[config.mk]
export PLATFORM = sky130hd
export DESIGN_NAME = uart_frame_ctrl
export DESIGN_NICKNAME = d
export VERILOG_FILES = /design/src/rtl/uart_frame_ctrl.sv
export SDC_FILE = /design/constraint.sdc
export NUM_CORES = 1
export LEC_CHECK = 0
export ABC_AREA = 1
export BUFFER_PORTS_ARGS = -buffer_cell sky130_fd_sc_hd__buf_2
export CORE_MARGIN = 1.5
export CORE_UTILIZATION = 46
export CTS_CLUSTER_SIZE = 40
export DETAILED_ROUTE_END_ITERATION = 10
export PLACE_DENSITY_LB_ADDON = 0.15
export RECOVER_POWER = 25
export SETUP_SLACK_MARGIN = 0.02
export SLEW_MARGIN = 0
export SYNTH_ARGS = -nofsm -noshare
export SYNTH_HDL_FRONTEND = slang
export SYNTH_SLANG_ARGS = --single-unit
[constraint.sdc]
create_clock -name clk -period 3.75 [get_ports clk]
set_input_delay 0.375 -clock clk [delete_from_list [all_inputs] [get_ports clk]]
set_output_delay 0.375 -clock clk [all_outputs]
set_load 0.02 [all_outputs]
[src/rtl/uart_frame_ctrl.sv]
// uart_frame_ctrl: parses SYNC/ADDR/LEN/payload/CHK frames from the UART byte stream
// and replays checksum-verified payloads as single-byte register writes.
module uart_frame_ctrl #(
    parameter int         CLK_FRE      = 50,
    parameter int         BAUD_RATE    = 115200,
    parameter logic [7:0] SYNC_BYTE    = 8'hA5,
    parameter int         MAX_LEN      = 16,
    parameter int         TIMEOUT_BITS = 20
) (
    input  logic       clk,
    input  logic       rst_n,
    input  logic [7:0] rx_data,
    input  logic       rx_data_valid,
    output logic       rx_data_ready,
    output logic       reg_wr_en,
    output logic [7:0] reg_addr,
    output logic [7:0] reg_wr_data,
    input  logic       reg_wr_ready,
    output logic       busy,
    output logic       frame_done,
    output logic       err_valid,
    output logic [1:0] err_code
);
    localparam int TIMEOUT_CYC = CLK_FRE * 1000000 / BAUD_RATE * TIMEOUT_BITS;
    localparam int TW = $clog2(TIMEOUT_CYC + 1);
    localparam int IW = (MAX_LEN > 1) ? $clog2(MAX_LEN) : 1;

    typedef enum logic [2:0] {IDLE, ADDR, LEN, PAYLOAD, CHK, WRITE} state_t;

    state_t          state_q, state_d;
    logic [7:0]      base_q, base_d, len_q, len_d, idx_q, idx_d, sum_q, sum_d;
    logic [7:0]      addr_q, addr_d, data_q, data_d, nxt;
    logic [TW-1:0]   tmo_q, tmo_d;
    logic [1:0]      code_q, code_d;
    logic            rdy_q, wr_en_q, wr_en_d, done_q, done_d, err_q, err_d;
    logic            acc, last, pay_we;
    logic [7:0]      pay_q [2**IW];

    assign acc  = rx_data_valid && rdy_q;
    assign last = idx_q == len_q - 8'd1;
    assign nxt  = idx_q + 8'd1;

    always_comb begin
        state_d = state_q;
        base_d  = base_q;
        len_d   = len_q;
        idx_d   = idx_q;
        sum_d   = sum_q;
        tmo_d   = tmo_q;
        addr_d  = addr_q;
        data_d  = data_q;
        wr_en_d = wr_en_q;
        code_d  = code_q;
        done_d  = 1'b0;
        err_d   = 1'b0;
        pay_we  = 1'b0;
        // inter-byte timer runs only while a frame header/payload is being received
        if (state_q inside {ADDR, LEN, PAYLOAD, CHK}) begin
            tmo_d = acc ? '0 : tmo_q + TW'(1);
            if (!acc && tmo_q == TW'(TIMEOUT_CYC - 1)) begin
                state_d = IDLE;
                err_d   = 1'b1;
                code_d  = 2'd3;
            end
        end
        case (state_q)
            IDLE: if (acc && rx_data == SYNC_BYTE) begin
                state_d = ADDR;
                tmo_d   = '0;
            end
            ADDR: if (acc) begin
                base_d  = rx_data;
                sum_d   = rx_data;
                state_d = LEN;
            end
            LEN: if (acc) begin
                if (rx_data == 8'd0 || rx_data > 8'(MAX_LEN)) begin
                    state_d = IDLE;
                    err_d   = 1'b1;
                    code_d  = 2'd1;
                end else begin
                    len_d   = rx_data;
                    sum_d   = sum_q + rx_data;
                    idx_d   = 8'd0;
                    state_d = PAYLOAD;
                end
            end
            PAYLOAD: if (acc) begin
                pay_we  = 1'b1;
                sum_d   = sum_q + rx_data;
                idx_d   = nxt;
                state_d = last ? CHK : PAYLOAD;
            end
            CHK: if (acc) begin
                if (rx_data == sum_q) begin
                    idx_d   = 8'd0;
                    wr_en_d = 1'b1;
                    addr_d  = base_q;
                    data_d  = pay_q[0];
                    state_d = WRITE;
                end else begin
                    state_d = IDLE;
                    err_d   = 1'b1;
                    code_d  = 2'd2;
                end
            end
            WRITE: if (reg_wr_ready) begin
                if (last) begin
                    wr_en_d = 1'b0;
                    done_d  = 1'b1;
                    idx_d   = 8'd0;
                    state_d = IDLE;
                end else begin
                    idx_d  = nxt;
                    addr_d = base_q + nxt;
                    data_d = pay_q[nxt[IW-1:0]];
                end
            end
            default: state_d = IDLE;
        endcase
    end

    always_ff @(posedge clk or negedge rst_n) begin
        if (!rst_n) begin
            state_q <= IDLE;
            base_q  <= '0;
            len_q   <= '0;
            idx_q   <= '0;
            sum_q   <= '0;
            tmo_q   <= '0;
            addr_q  <= '0;
            data_q  <= '0;
            code_q  <= '0;
            wr_en_q <= 1'b0;
            done_q  <= 1'b0;
            err_q   <= 1'b0;
            rdy_q   <= 1'b0;
        end else begin
            state_q <= state_d;
            base_q  <= base_d;
            len_q   <= len_d;
            idx_q   <= idx_d;
            sum_q   <= sum_d;
            tmo_q   <= tmo_d;
            addr_q  <= addr_d;
            data_q  <= data_d;
            code_q  <= code_d;
            wr_en_q <= wr_en_d;
            done_q  <= done_d;
            err_q   <= err_d;
            rdy_q   <= state_d != WRITE;
        end
    end

    always_ff @(posedge clk) begin
        if (pay_we) pay_q[idx_q[IW-1:0]] <= rx_data;
    end

    assign rx_data_ready = rdy_q;
    assign reg_wr_en     = wr_en_q;
    assign reg_addr      = addr_q;
    assign reg_wr_data   = data_q;
    assign busy          = state_q != IDLE;
    assign frame_done    = done_q;
    assign err_valid     = err_q;
    assign err_code      = code_q;
endmodule
==> summary.md <==
| Metric | Value |
|---|---|
| Top post-synthesis cells by area | edfxtp_1 39%, dfrtp_1 18%, nand2_1 8.2%, nor2_1 6.8%, o21ai_0 6.6% |
| YS warnings | 0 |
| Final-report hold violation count | 0 |
| Final GP Congestion | 0.8482 |
| Post-synth cell types | 47 |
| Setup Buffers After CTS | 0 |
| Layout Cells excl Fill | 1386 |
| CP max FO | 41 |
| DR DRC count | 0 |
| CTS max path bufs | 2 |
| Hold Slack | 0.03717 ns |
| Top FF cell, synth | edfxtp_1 |
| Root buffer cell | clkbuf_16 |
| Worst skew pair latency | 0.44 ns |
| Pwr/cell area | 539.4 mW/mm^2 |
| Worst slew margin | 9.519% |
| Total CTS buffers | 17 |
| Buffers on Ports | 34 |
| Vias in the first global route | 6905 |
| Largest family of logic cells by synthesized area | simple AND/OR/NAND/NOR gates |
| Critical Setup Path Class | reg -> reg |
| Final Max Tran Viols | 0 |
| Dpl cells | 1354 |
| Slack of the critical path | 0.8577 ns |
| Synth area leader | edfxtp_1 |
| Pre-CTS WS | 0.8517 ns |
| Total grt overflow | 0 |
| DRT antenna net count | 0 |
| Number of fill cells in the layout | 1980 |
| CORE AREA | 0.02109 sq mm |
| Die ar. | 0.02239 sq mm |
| Die X | 149.6 microns |
| Vias | 7336 |
| Post-layout instance area | 0.01086 sq mm |
| Yosys top cell area share | 38.86% |
| Hold WC Path Type | in -> async |
| Cells after synthesis | 1069 |
| Vias per cell | 5.293 |
| Maxcap violations | 0 |
| Post-CTS Hold Buffers | 0 |
| Adder-cell share of the synthesized area | 2.934% |
| Routed length per instance | 17.34 microns |
| Area Growth Syn to Fin | 9.815% |
| Slew @ Worst Pin | 1.357 ns |
| WP data arrival | 3.22 ns |
| Post-synthesis mux area share | 0.2277% |
| Diodes inserted | 0 |
| Flops & latches, synth | 199 |
| Worst Setup Start Kind | flip-flop |
| Resize count post-CTS | 0 |
| Fmax | 0.3457 GHz |
| Cell Area, Placed | 0.01032 sq mm |
| RSZ-0062 raised after global routing | false |
| Critical Path End Type | flip-flop |
| Status | finished clean |
| Nets | 1132 |
| Tot GR Track Use | 22.76% |
| FFs w/ async S/R, synth | 35.68% |
| Peak supply drop | 0.3115 mV |
| Worst Clk Skew | 0.01023 ns |
| Sequential fraction of the synthesis area | 56.82% |
| Largest net degree at the start of global routing | 72 |
| Simple-Gate Fraction of Synth Area | 22.25% |
| Post-synth EDFFs | 128 |
| Iteration count of the initial detailed-routing pass | 6 |
| Clk slew on worst S/H paths | 0.08 ns |
| Synth Area in Compound Gates | 10.69% |
| Num ports | 35 |
| Mean Syn Cell Area | 9.253 sq um |
| Initial Util | 46.91% |
| Chip height | 149.6 microns |
| TritonCTS clock tree | built |
| CP Data Required Time | 4.08 ns |
| CTS H-tree depth | 4 |
| Initial antenna violation count | 0 |
| Syn nets | 1103 |
| Global-route wire length before repair | 38.31 mm |
| Setup-failing EPs final | 0 |
| Hpwl dp | 15.80 mm |
| Xor and xnor area share after synthesis | 1.682% |
| Setup TNS | 0 ns |
| Rows | 53 |
| Cell area after synthesis | 0.009892 sq mm |
| Fin crit period | 2.892 ns |
| Clk sinks | 199 |
| Share of layout cells above drive strength 1 | 9.901% |
| Drt total wl | 24.04 mm |
| Final Cycle Share | 77.13% |
| Leakage | 0.004517 uW |
| Iter 0 DRT Violations | 690 |
power breakdown:
| part | leakage [uW] | internal [uW] | switching [uW] | total, uW |
|---|---|---|---|---|
| clock network | 0.000277 | 937 | 877 | 1810 |
| logic | 0.00222 | 472 | 1070 | 1540 |
| registers | 0.00202 | 2430 | 75.7 | 2500 |
worst max-delay path, cell delays in order, from the launching register on:
cell,delay (ns)
dfrtp_1,0.44
inv_1,0.12
ha_2,0.72
buf_4,0.47
nor2_1,0.08
o21ai_0,0.14
o211ai_1,0.13
o21ai_0,0.19
nand2_1,0.09
nand3_1,0.14
nand2_1,0.06
nor2_1,0.10
nor2_1,0.05
area by class of cell:
| cell class | instances | area [sq um] | share of cell area [%] |
|---|---|---|---|
| clock buffers | 18 | 429.2 | 3.951 |
| clock inverters | 14 | 141.4 | 1.302 |
| inverters | 90 | 340.3 | 3.133 |
| multi-input cells | 742 | 3740 | 34.43 |
| flip-flops and latches | 199 | 5622 | 51.75 |
| well taps | 275 | 344.1 | 3.167 |
| repair buffers | 48 | 246.5 | 2.269 |
placed cells by master (no fill, tap or decap), drive strengths merged, types with 2 or more instances in the layout:
cell	synthesis	final
or2	3	3
xor2	12	12
a21o	2	2
o21ai	136	136
a31oi	2	2
o21a	2	2
nor3	12	12
dfrtp	71	71
edfxtp	128	128
a21oi	31	31
nand4	12	12
clkinv	1	6
buf	21	35
mux2	2	2
nand3	59	59
xnor2	7	7
o211ai	20	20
fa	2	2
clkbuf	17	31
nor2	188	188
nand2	225	225
clkinvlp	0	2
inv	89	95
ha	20	20
nor4	3	3
synthesized netlist by cell type (10+ instances only):
| cell type | instances |
|---|---|
| a21oi_1 | 30 |
| buf_2 | 10 |
| clkbuf_1 | 16 |
| dfrtp_1 | 71 |
| edfxtp_1 | 128 |
| ha_1 | 20 |
| inv_1 | 81 |
| nand2_1 | 215 |
| nand3_1 | 55 |
| nand4_1 | 11 |
| nor2_1 | 179 |
| o211ai_1 | 20 |
| o21ai_0 | 130 |
| xor2_1 | 12 |
stage by stage:
step	util (%)	power [uW]
floorplan	-	3583
global placement	48.96	4085
detailed placement	48.96	4088
CTS	51.66	5883
global route	51.51	6197
finish	51.51	5859
kinds of logic after synthesis:
group	after synthesis
AOI/OAI and AO/OA	196
xor gates and xnor gates	19
adders and majority gates	22
buffers and inverters	128
DFF	199
muxes	2
and+or+nand+nor	503
final timing paths:
path	slack [ns]	start	cells after the start	end
max	0.86	idx_q[1]	12	reg_wr_data[3]
min	0.04	rst_n	1	reg_wr_data[0]
max reg2reg	0.86	idx_q[1]	12	reg_wr_data[3]
min reg2reg	0.47	reg_addr[6]	2	reg_addr[6]
max in group asynchronous	2.95	rst_n	1	idx_q[0]
min in group clk	0.17	reg_wr_ready	3	frame_done
sequential cells by signal, indices dropped and copies added (netlist names), 2 cells and up:
name,flops
reg_wr_data,8
state_q,3
sum_q,8
pay_q,128
len_q,8
reg_addr,8
idx_q,8
err_code,2
base_q,8
tmo_q,14
layer usage:
layer	routed length, microns	vias up	track usage [%]
met5	0	-	0
met4	331	0	6.634
met3	1440	25	4.085
met2	10610	228	33.55
met1	11660	3430	34.19
li1	-	3653	-
No activity file was read; power rests on OpenSTA's default activity.
